## config.mk

```make
export PLATFORM = sky130hd
export DESIGN_NAME = udm_uart_rx
export DESIGN_NICKNAME = d
export VERILOG_FILES = /design/src/rtl/udm_uart_rx.sv
export SDC_FILE = /design/constraint.sdc
export NUM_CORES = 1
export LEC_CHECK = 0
export ABC_AREA = 1
export CAP_MARGIN = 10
export CORE_ASPECT_RATIO = 0.7
export CORE_MARGIN = 2
export CORE_UTILIZATION = 55
export CTS_BUF_LIST = sky130_fd_sc_hd__clkbuf_8
export CTS_CLUSTER_DIAMETER = 80
export DETAILED_ROUTE_END_ITERATION = 10
export PLACE_DENSITY = 0.88
export SLEW_MARGIN = 10
export SYNTH_ARGS = -nofsm -noshare
export SYNTH_HDL_FRONTEND = slang
export SYNTH_SLANG_ARGS = --single-unit
```

## constraint.sdc

```tcl
create_clock -name clk_i -period 2.5 [get_ports clk_i]
set_input_delay 0.5 -clock clk_i [delete_from_list [all_inputs] [get_ports clk_i]]
set_output_delay 0.5 -clock clk_i [all_outputs]
set_load 0.01 [all_outputs]
```

## src/rtl/udm_uart_rx.sv

```systemverilog
`default_nettype none
// ============================================================================
// Module   : udm_uart_rx
// Purpose  : UART receive front-end for the UDM debug port. Deserializes the
//            host RX line into bytes and hands them to the command decoder
//            over a 1-entry valid/ready byte buffer. Reports framing errors,
//            overruns, and discards start-bit glitches.
// Ports    : clk_i        system clock
//            rstn_i       asynchronous active-low reset
//            rx_i         serial line, idle high
//            div_i        clocks per bit, latched at start detection (>= 4)
//            stop2_i      0: one stop bit, 1: two stop bits (latched with div_i)
//            rx_data_o    received byte
//            rx_valid_o   rx_data_o holds an unconsumed byte
//            rx_ready_i   consumer accepts byte when valid & ready
//            frame_err_o  1-cycle pulse, stop bit sampled low
//            overrun_o    1-cycle pulse, byte completed while buffer full
//            busy_o       receiver is inside a frame
// Revision : 1.0 - initial release
// ============================================================================
module udm_uart_rx #(
    parameter int unsigned DIV_W       = 32,
    parameter int unsigned SYNC_STAGES = 2
) (
    input  logic             clk_i,
    input  logic             rstn_i,
    input  logic             rx_i,
    input  logic [DIV_W-1:0] div_i,
    input  logic             stop2_i,
    output logic [7:0]       rx_data_o,
    output logic             rx_valid_o,
    input  logic             rx_ready_i,
    output logic             frame_err_o,
    output logic             overrun_o,
    output logic             busy_o
);

    typedef enum logic [1:0] {
        S_IDLE  = 2'd0,
        S_START = 2'd1,
        S_DATA  = 2'd2,
        S_STOP  = 2'd3
    } state_t;

    state_t                 state_q,    state_d;
    logic [SYNC_STAGES-1:0] sync_q,     sync_d;
    logic [DIV_W-1:0]       cnt_q,      cnt_d;
    logic [DIV_W-1:0]       div_q,      div_d;
    logic                   stop2_q,    stop2_d;
    logic                   stop_idx_q, stop_idx_d;
    logic [2:0]             bit_q,      bit_d;
    logic [7:0]             shift_q,    shift_d;
    logic [7:0]             data_q,     data_d;
    logic                   valid_q,    valid_d;
    logic                   ferr_q,     ferr_d;
    logic                   ovr_q,      ovr_d;
    logic                   busy_q,     busy_d;
    // Start detection requires the line to have been seen high since the
    // last framing error, so a held break produces only one error.
    logic                   armed_q,    armed_d;

    logic                   w_rx_s;
    logic [DIV_W-1:0]       w_half_m1;
    logic [DIV_W-1:0]       w_div_m1;
    logic                   w_done;
    logic                   w_start_det;

    assign w_rx_s    = sync_q[SYNC_STAGES-1];
    assign w_half_m1 = (div_q >> 1) - DIV_W'(1);
    assign w_div_m1  = div_q - DIV_W'(1);

    always_comb begin
        state_d     = state_q;
        sync_d      = {sync_q[SYNC_STAGES-2:0], rx_i};
        cnt_d       = cnt_q;
        div_d       = div_q;
        stop2_d     = stop2_q;
        stop_idx_d  = stop_idx_q;
        bit_d       = bit_q;
        shift_d     = shift_q;
        data_d      = data_q;
        valid_d     = valid_q;
        ferr_d      = 1'b0;
        ovr_d       = 1'b0;
        armed_d     = w_rx_s ? 1'b1 : armed_q;
        w_done      = 1'b0;
        w_start_det = 1'b0;

        if (valid_q && rx_ready_i) begin
            valid_d = 1'b0;
        end

        case (state_q)
            S_IDLE: begin
                if (!w_rx_s && armed_q) begin
                    w_start_det = 1'b1;
                    div_d       = div_i;
                    stop2_d     = stop2_i;
                    cnt_d       = '0;
                    state_d     = S_START;
                end
            end
            S_START: begin
                if (cnt_q == w_half_m1) begin
                    cnt_d = '0;
                    bit_d = 3'd0;
                    // Line back high at mid start bit: treat as glitch.
                    state_d = w_rx_s ? S_IDLE : S_DATA;
                end else begin
                    cnt_d = cnt_q + DIV_W'(1);
                end
            end
            S_DATA: begin
                if (cnt_q == w_div_m1) begin
                    cnt_d          = '0;
                    shift_d[bit_q] = w_rx_s;
                    if (bit_q == 3'd7) begin
                        stop_idx_d = 1'b0;
                        state_d    = S_STOP;
                    end else begin
                        bit_d = bit_q + 3'd1;
                    end
                end else begin
                    cnt_d = cnt_q + DIV_W'(1);
                end
            end
            S_STOP: begin
                if (cnt_q == w_div_m1) begin
                    cnt_d = '0;
                    if (!w_rx_s) begin
                        ferr_d  = 1'b1;
                        armed_d = 1'b0;
                        state_d = S_IDLE;
                    end else if (stop2_q && !stop_idx_q) begin
                        stop_idx_d = 1'b1;
                    end else begin
                        w_done  = 1'b1;
                        state_d = S_IDLE;
                    end
                end else begin
                    cnt_d = cnt_q + DIV_W'(1);
                end
            end
            default: state_d = S_IDLE;
        endcase

        // Completed byte: load the buffer unless it is still held by the
        // consumer; a same-cycle handshake frees the slot for the new byte.
        if (w_done) begin
            if (valid_q && !rx_ready_i) begin
                ovr_d = 1'b1;
            end else begin
                data_d  = shift_q;
                valid_d = 1'b1;
            end
        end

        busy_d = (state_d != S_IDLE);
    end

    always_ff @(posedge clk_i or negedge rstn_i) begin
        if (!rstn_i) begin
            state_q    <= S_IDLE;
            sync_q     <= '1;
            cnt_q      <= '0;
            div_q      <= '0;
            stop2_q    <= 1'b0;
            stop_idx_q <= 1'b0;
            bit_q      <= 3'd0;
            shift_q    <= 8'h00;
            data_q     <= 8'h00;
            valid_q    <= 1'b0;
            ferr_q     <= 1'b0;
            ovr_q      <= 1'b0;
            busy_q     <= 1'b0;
            armed_q    <= 1'b0;
        end else begin
            state_q    <= state_d;
            sync_q     <= sync_d;
            cnt_q      <= cnt_d;
            div_q      <= div_d;
            stop2_q    <= stop2_d;
            stop_idx_q <= stop_idx_d;
            bit_q      <= bit_d;
            shift_q    <= shift_d;
            data_q     <= data_d;
            valid_q    <= valid_d;
            ferr_q     <= ferr_d;
            ovr_q      <= ovr_d;
            busy_q     <= busy_d;
            armed_q    <= armed_d;
        end
    end

    assign rx_data_o   = data_q;
    assign rx_valid_o  = valid_q;
    assign frame_err_o = ferr_q;
    assign overrun_o   = ovr_q;
    assign busy_o      = busy_q;

    // Divider values below 4 leave no room for a mid-bit sample.
    a_div_legal: assert property (@(posedge clk_i) disable iff (!rstn_i)
        w_start_det |-> (div_i >= DIV_W'(4)));

endmodule
`default_nettype wire

```

### Word-level counts from Yosys, hierarchy flattened

Index checks and enable logic that the tools add are counted.

| word-level totals | value |
|---|---|
| bits in latches | 0 |
| output and inout bits | 12 |
| word-level logic and storage cells | 95 |
| memories | 0 |
| flip-flop bits (word level) | 94 |
| ROM bits | 0 |
| RAM bits | 0 |
| input bits | 37 |

| operators by class | value |
|---|---|
| equal/unequal tests | 14 |
| bitwise logic cells | 1 |
| $lt $le $gt $ge | 2 |
| shift-type cells | 0 |
| multiply operators | 0 |
| reduce and logical (&&, ||, !) cells | 18 |
| muxes and demuxes | 42 |
| $add $sub $neg | 4 |
| divide/modulo/power cells | 0 |

Operators with widths:

| operator | count |
|---|---|
| 2-to-1 mux 32 bit | 3 |
| one-hot mux 32 bit (3 select lines) | 1 |
| == test 32 bit | 2 |
| adder 32 x 1 -> 32 bit, second input constant | 1 |
| subtractor 31 x 1 -> 32 bit, second input constant | 1 |
| subtractor 32 x 1 -> 32 bit, second input constant | 1 |
| 2-to-1 mux 1 bit | 22 |
| 2-to-1 mux 2 bit | 8 |
| inequality test 2 bit, second input constant | 8 |
| 2-to-1 mux 3 bit | 3 |
| bitwise mux 8 bit | 1 |
| one-hot mux 2 bit (4 select lines) | 1 |
| one-hot mux 3 bit (2 select lines) | 1 |
| AND reduction 2 bit | 3 |
| AND reduction 6 bit | 1 |
| nonzero test 2 bit | 3 |
| logical AND 1 bit | 5 |
| == test 2 bit, second input constant | 2 |
| less-than comparator 3 x 4 -> 1 bit, second input constant | 1 |
| AND reduction 4 bit | 1 |
| adder 3 x 1 -> 3 bit, second input constant | 1 |
| demux 1 bit (select 3 bit) | 1 |
| == test 3 bit, second input constant | 1 |
| greater-or-equal comparator 3 x 1 -> 1 bit, second input constant | 1 |
| 6 further kinds | 8 |

### Longest topological paths before layout

| depth | value |
|---|---|
| depth in word-level cells | 7 |
| gate-level depth with buffers | 22 |

### Worst setup path after synthesis

OpenSTA, ideal clock, no wires.

| path | value |
|---|---|
| path type | flip-flop to flip-flop |
| from | register div_q[1] |
| to | register cnt_q[11] |
| buffers on the path | 1 |
| setup slack | 0.032 ns |
| required time | 2.358 ns |
| library setup time | 0.142 ns |
| arrival | 2.326 ns |
| stages on the path, launching flop included | 21 |
| path through | dfrtp_1 -> inv_1 -> ha_1 -> inv_2 -> nor2_4 -> nand2_4 -> nor2_2 -> nand2_1 -> nor2_1 -> nor2_1 -> nor2_1 -> nand2_1 -> nor2_1 -> nand2_1 -> nor2_4 -> nand2_4 -> nand2_4 -> nand2_4 -> clkinv_4 -> buf_12 -> o22ai_2 |

| on the way | value |
|---|---|
| word-level cells in the longest chain between the ends | 4 |

Ends and longest elaborated chain:

| what | RTL line | source |
|---|---|---|
| from (decl) | 48 | `logic [DIV_W-1:0] div_q, div_d;` |
| from (signal assigned) | 181 | `div_q <= div_d;` |
| subtractor 32 x 1 -> 32 bit or subtractor 31 x 1 -> 32 bit (tied branches) | 70, 69 |  |
| == test 32 bit, on equally long branches | 114, 128, 104 |  |
| 2-to-1 mux 32 bit, on equally long branches | 114, 128, 104 |  |
| one-hot mux 32 bit (3 select lines) * | 93 | `case (state_q)` |
| to (signal assigned) | 180 | `cnt_q <= cnt_d;` |
| to (decl) | 47 | `logic [DIV_W-1:0] cnt_q, cnt_d;` |

Mark *: on every way between the ends. The rest lies on a longest branch, timed or not.
A chain may end at the register's enable or synchronous reset.

### Worst setup path after layout

| path | value |
|---|---|
| from | register div_q[1] |
| to | register busy_q (netlist: busy_o) |

| on the way | value |
|---|---|
| word-level cells in the longest chain between the ends | 5 |

Ends and longest elaborated chain:

| what | RTL line | source |
|---|---|---|
| subtractor 32 x 1 -> 32 bit or subtractor 31 x 1 -> 32 bit (tied branches) | 70, 69 |  |
| == test 32 bit, on equally long branches | 114, 128, 104 |  |
| 2-to-1 mux 2 bit, on equally long branches | 128, 104, 114 |  |
| one-hot mux 2 bit (4 select lines) * | 93 |  |
| nonzero test 2 bit * | 158 | `busy_d = (state_d != S_IDLE);` |
| net busy_d | 57 | `logic busy_q, busy_d;` |
| to (signal assigned) | 190 | `busy_q <= busy_d;` |
| to (decl) | 57 |  |

Mark *: on every way through the listed nets, which the timed path passes. The rest lies on a longest branch.

==> results <==
- Among all flip-flop cells after synthesis, the most frequent one is dfrtp_1.
- During synthesis, Yosys emitted a total of 0 warnings.
- At the worst endpoint, the required time is 2.79 ns.
- The master cell of the clock root buffer is clkbuf_8.
- After synthesis, the share of flip-flops with an asynchronous set or reset is 100%.
- The slowest stage of the critical path is the dfrtp_1 cell.
- The HPWL reported at the end of detailed placement is 25.1 mm.
- Summed over all instances, the cell type with the most area after synthesis is dfrtp_1.
- The final worst-path cycle share is 109%.
- The clock net sink count is 94.
- The number of hold-repair buffers added at the cts stage is 0.
- The run finished, with violations left.
- The summed instance area of the synthesized netlist is 8130 sq um.
- TritonCTS built the clock tree.
- Relative to the synthesized area, the layout overhead comes to 35.2%.
- Setup repair after global routing could not meet its margin everywhere.
- The clock network accounts for 17.4% of the total power.
- The filler cells instantiated in the layout total 1099.
- The share of the Yosys chip area taken by registers is 29.0%.
- The total CTS buffers is 9.
- The final reports fail on negative setup slack.
- The area occupied by registers is 2370 sq um.
- The worst-case IR drop observed on VDD is 0.628 mV.
- The flip-flop and latch count after synthesis is 94.
- The share of power burned in combinational logic is 47.8%.
- The region available for standard cell placement spans 14600 sq um.
- The number of buffers and inverters on the critical path is 4.
- Global routing consumed, over all layers together, 40.8% of the routing resources.
- The pin count of the biggest net entering global routing is 95.
- At the end of routability-driven placement, the weighted congestion stood at 1.09.
- Of all nets on the critical path, the largest fanout is 7.
- In this run the register-to-register setup slack is -0.23 ns.
- The via density per instance is 5.72.
- The endpoint of the most critical register-to-register path is busy_o.
- The overall die area is 15800 sq um.
- The total via count in the routed design is 9515.
- The clock reaches the later pin of the worst-skew pair after 0.40 ns.
- Cells with a size suffix above 1 make up 29.4% of the layout.
- The count of final max-slew check failures is 0.
- The starting utilization of the core area is 55.7%.
- The number of cells on the worst reg-to-reg path is 19.
- The depth of the CTS H-tree is 3.
- The cell class contributing the biggest share of worst-path delay is simple AND/OR/NAND/NOR gates.
- The tightest min-delay check is of the in2async type.
- The share of synthesized area in the top cell type comes to 28.3%.
- Sorting the synthesized cells by area gives the leading types as dfrtp_1 (28%), nand2_1 (15%), nor2_1 (8.5%).
- After synthesis, the mean cell area works out to 6.62 sq um.
- The total global routing overflow is 0.
- The most common cell type on the critical path is nor2_4.
- The pin slew with the least headroom to its limit is 0.562 ns.
- Wires add up to 32.3 mm.
- The maximum number of buffers from clock root to sink is 2.
- The minimum clock period is 2.73 ns.
- The number of iterations in the first detailed-routing pass is 5.
- In this run the power spent charging and discharging nets is 2.39 mW.
- The internal power component is 3.19 mW.
- Measured along the y axis, the die boundary spans 106 um.
- The count of cells in the finished layout, fillers not included, comes to 1663.
- Net switching is 42.9% of the power.
- The number of setup violations in the final report is 59.
- The sort of element at the end of the critical path is a flop.
- The worst hold slack across all endpoints is 0.145 ns.
- The row count is 37.
- The first global-routing pass estimated 48.3 mm of wire.
- In the post-route analysis, the smallest setup slack over all paths is -0.230 ns.
- Clock-pin slew was measured on the worst setup and hold paths at 0.10 ns.
- The horizontal die dimension is 149 um.
- The maximum clock skew at final layout is 0.0131 ns.
- The DRC marker count from the first detailed-route iteration is 1326.
- The relative slew slack is 62.5%.
- The via count of the first global-routing pass was 8709.
- The synthesized design contains 0 enable-type register cells.
- The startpoint of the most critical setup path is div_q[1].
- The final-report hold violation count was 0.
- Power comes to 5.59 mW.
- In the final layout, the multi-input gates occupy 5460 sq um.
- Power spread over the standard cell area amounts to 508 nW/um^2.
- Summed over all failing endpoints, the final setup total negative slack is -8.71 ns.
- For the worst setup path, the data arrival time is 3.02 ns.
- The part of the power in registers is 34.8%.
- The setup path with the least slack is of type reg2reg.
- Counting tap cells, the placed design contains a total of 1635 instances.
- The fraction of the core area covered by cells at the end of the flow is 75.3%.
- The number of buffer cells added on primary ports is 48.
- For this run, design rule violations remaining after detail routing come to 0.
- In this run the critical register-to-register path is launched from div_q[1].
- The post-synth net total is 1269.
- After the last flow step, the layout net total stands at 1505.
- The synthesized netlist contains 43 unique library cells.
- The post-detailed-route count of antenna-violating nets is 0.
- In this design, the stage delay of the slowest critical-path cell is 0.42 ns.
- Based on the critical path, the design can be clocked at up to 366 MHz.
- The critical path goes through inv_2 > buf_12 > ha_4 > inv_2 > nor2_4 > nand2_4 > nor2_4 > nand3_2 > nor2_4 > xnor2_2 > nor2_2 > nand2_1 > nor2_2 > buf_4 > nand3_1 > nand2_2 > nand3_1 > nand2_2 > nand2_1.
- 49 I/O pins were placed.
- The number of antenna violations at the first check in global routing was 0.
- The total number of cells along the worst setup path is 19.
- The synthesized instance count is 1227.
- The critical path launch point type is a flop.
- The leakage power is 5.24 nW.
- The average detailed-routed wire length per instance is 19.4 um.
- Across the run, the number of max-cap violations was 0.
- Following the worst setup path forward leads to its endpoint at busy_o.
- The total inserted antenna cells is 0.
==> flip-flops by register name (all words and copies together) (netlist names) <==
name / flops
armed_q: 1
bit_q: 3
busy_o: 1
cnt_q: 32
div_q: 32
frame_err_o: 1
overrun_o: 1
rx_data_o: 8
rx_valid_o: 1
shift_q: 8
state_q: 2
stop2_q: 1
stop_idx_q: 1
sync_q: 2
==> repair_timing <==
item,CTS,global route
pin swaps,21,18
gates resized for setup,81,75
setup buffers,3,8
endpoints found under the setup margin,59,59
cloned,1,0
==> worst register-to-register path: cells and delay by family, from the launching register on <==
family / cells / cell delay [ns]
buffers and inverters: 4 / 0.42
and+or+nand+nor: 13 / 1.53
DFF: 1 / 0.42
xor gates and xnor gates: 1 / 0.09
adders and majority gates: 1 / 0.19
==> cells in the mapped netlist, types with 2 or more instances <==
cell and instances:
nor4_1 5, buf_2 5, o22ai_2 20, xor2_1 67, nor2_4 11, o21bai_1 4
o22ai_1 7, nand4_1 34, dfrtp_1 92, ha_1 5, buf_6 4, clkbuf_2 3
o21ai_1 3, nand2_4 6, buf_4 3, nand3b_1 10, nor3_1 21, xnor2_1 19
mux2_2 6, clkbuf_1 19, nor2_2 20, buf_12 2, nand3_1 99, o21ai_0 29
dfstp_2 2, nand2_2 11, inv_2 5, nor2_1 183, nand2_1 335, a21oi_1 30
o21ai_2 8, inv_1 147, and3_1 2
==> layout make-up <==
type	count	share of cell area [%]
timing repair buffer	260	19.5
multi-input combinational	945	49.7
clock buffer	9	1.13
clock inverter	7	0.456
inverter	153	5.49
tap	195	2.22
sequential	94	21.5
==> metal layers <==
metal / vias up / share of wire (%) / track usage [%]
met3: 84 / 15 / 13.5
met5: - / 0 / 0
li1: 4380 / - / -
met1: 4385 / 42 / 59.6
met2: 666 / 41 / 57.7
met4: 0 / 2.5 / 10.0
==> per-stage QoR <==
step	worst slack [ns]	instance area [sq um]
detailed placement	-0.325	10200
CTS	-0.132	10700
global placement	-0.234	10200
global route	-0.358	11000
floorplan	0.0319	8130
finish	-0.230	11000
==> logic make-up (layout without fill, tap and decap cells) <==
kind of cell | after synthesis | count (layout) | share of synthesized area (%)
muxes | 6 | 6 | 0.831
xor gates and xnor gates | 88 | 88 | 9.74
buffers and inverters | 189 | 429 | 9.82
adders and majority gates | 5 | 5 | 0.770
DFF | 94 | 94 | 29.0
and+or+nand+nor | 742 | 743 | 41.0
AOI/OAI and AO/OA | 103 | 103 | 8.88
==> power groups by stage <==
stage | logic [mW] | clock network [mW] | registers [mW]
final | 2.67 | 0.974 | 1.94
after global routing | 2.85 | 1.04 | 1.95
after CTS | 2.49 | 0.970 | 1.91
after detailed placement | 2.39 | 0 | 1.93
after global placement | 2.33 | 0 | 1.92
after floorplan | 1.31 | 0 | 1.84
==> cells in the final DEF, fill, tap and decap left out, types with 15 or more instances in the layout <==
cell,instances
nand2_1,307
buf_4,202
nor2_1,154
inv_1,147
dfrtp_1,83
nand3_1,79
xor2_1,65
clkdlybuf4s50_1,47
nand2_2,37
nor2_2,34
nand4_1,34
a21oi_1,30
nor2_4,26
nand3_2,21
o22ai_2,20
xnor2_1,18
o21ai_2,15
==> worst min path at each step <==
stage	startpoint	endpoint	slack (ns)
after floorplan	rstn_i	armed_q	0.20
after global placement	sync_q[0]	sync_q[1]	0.35
after detailed placement	sync_q[0]	sync_q[1]	0.35
after CTS	rstn_i	div_q[13]	0.17
after global routing	rstn_i	rx_valid_o	0.19
final	rstn_i	div_q[13]	0.14
No activity file was read; power rests on OpenSTA's default activity.
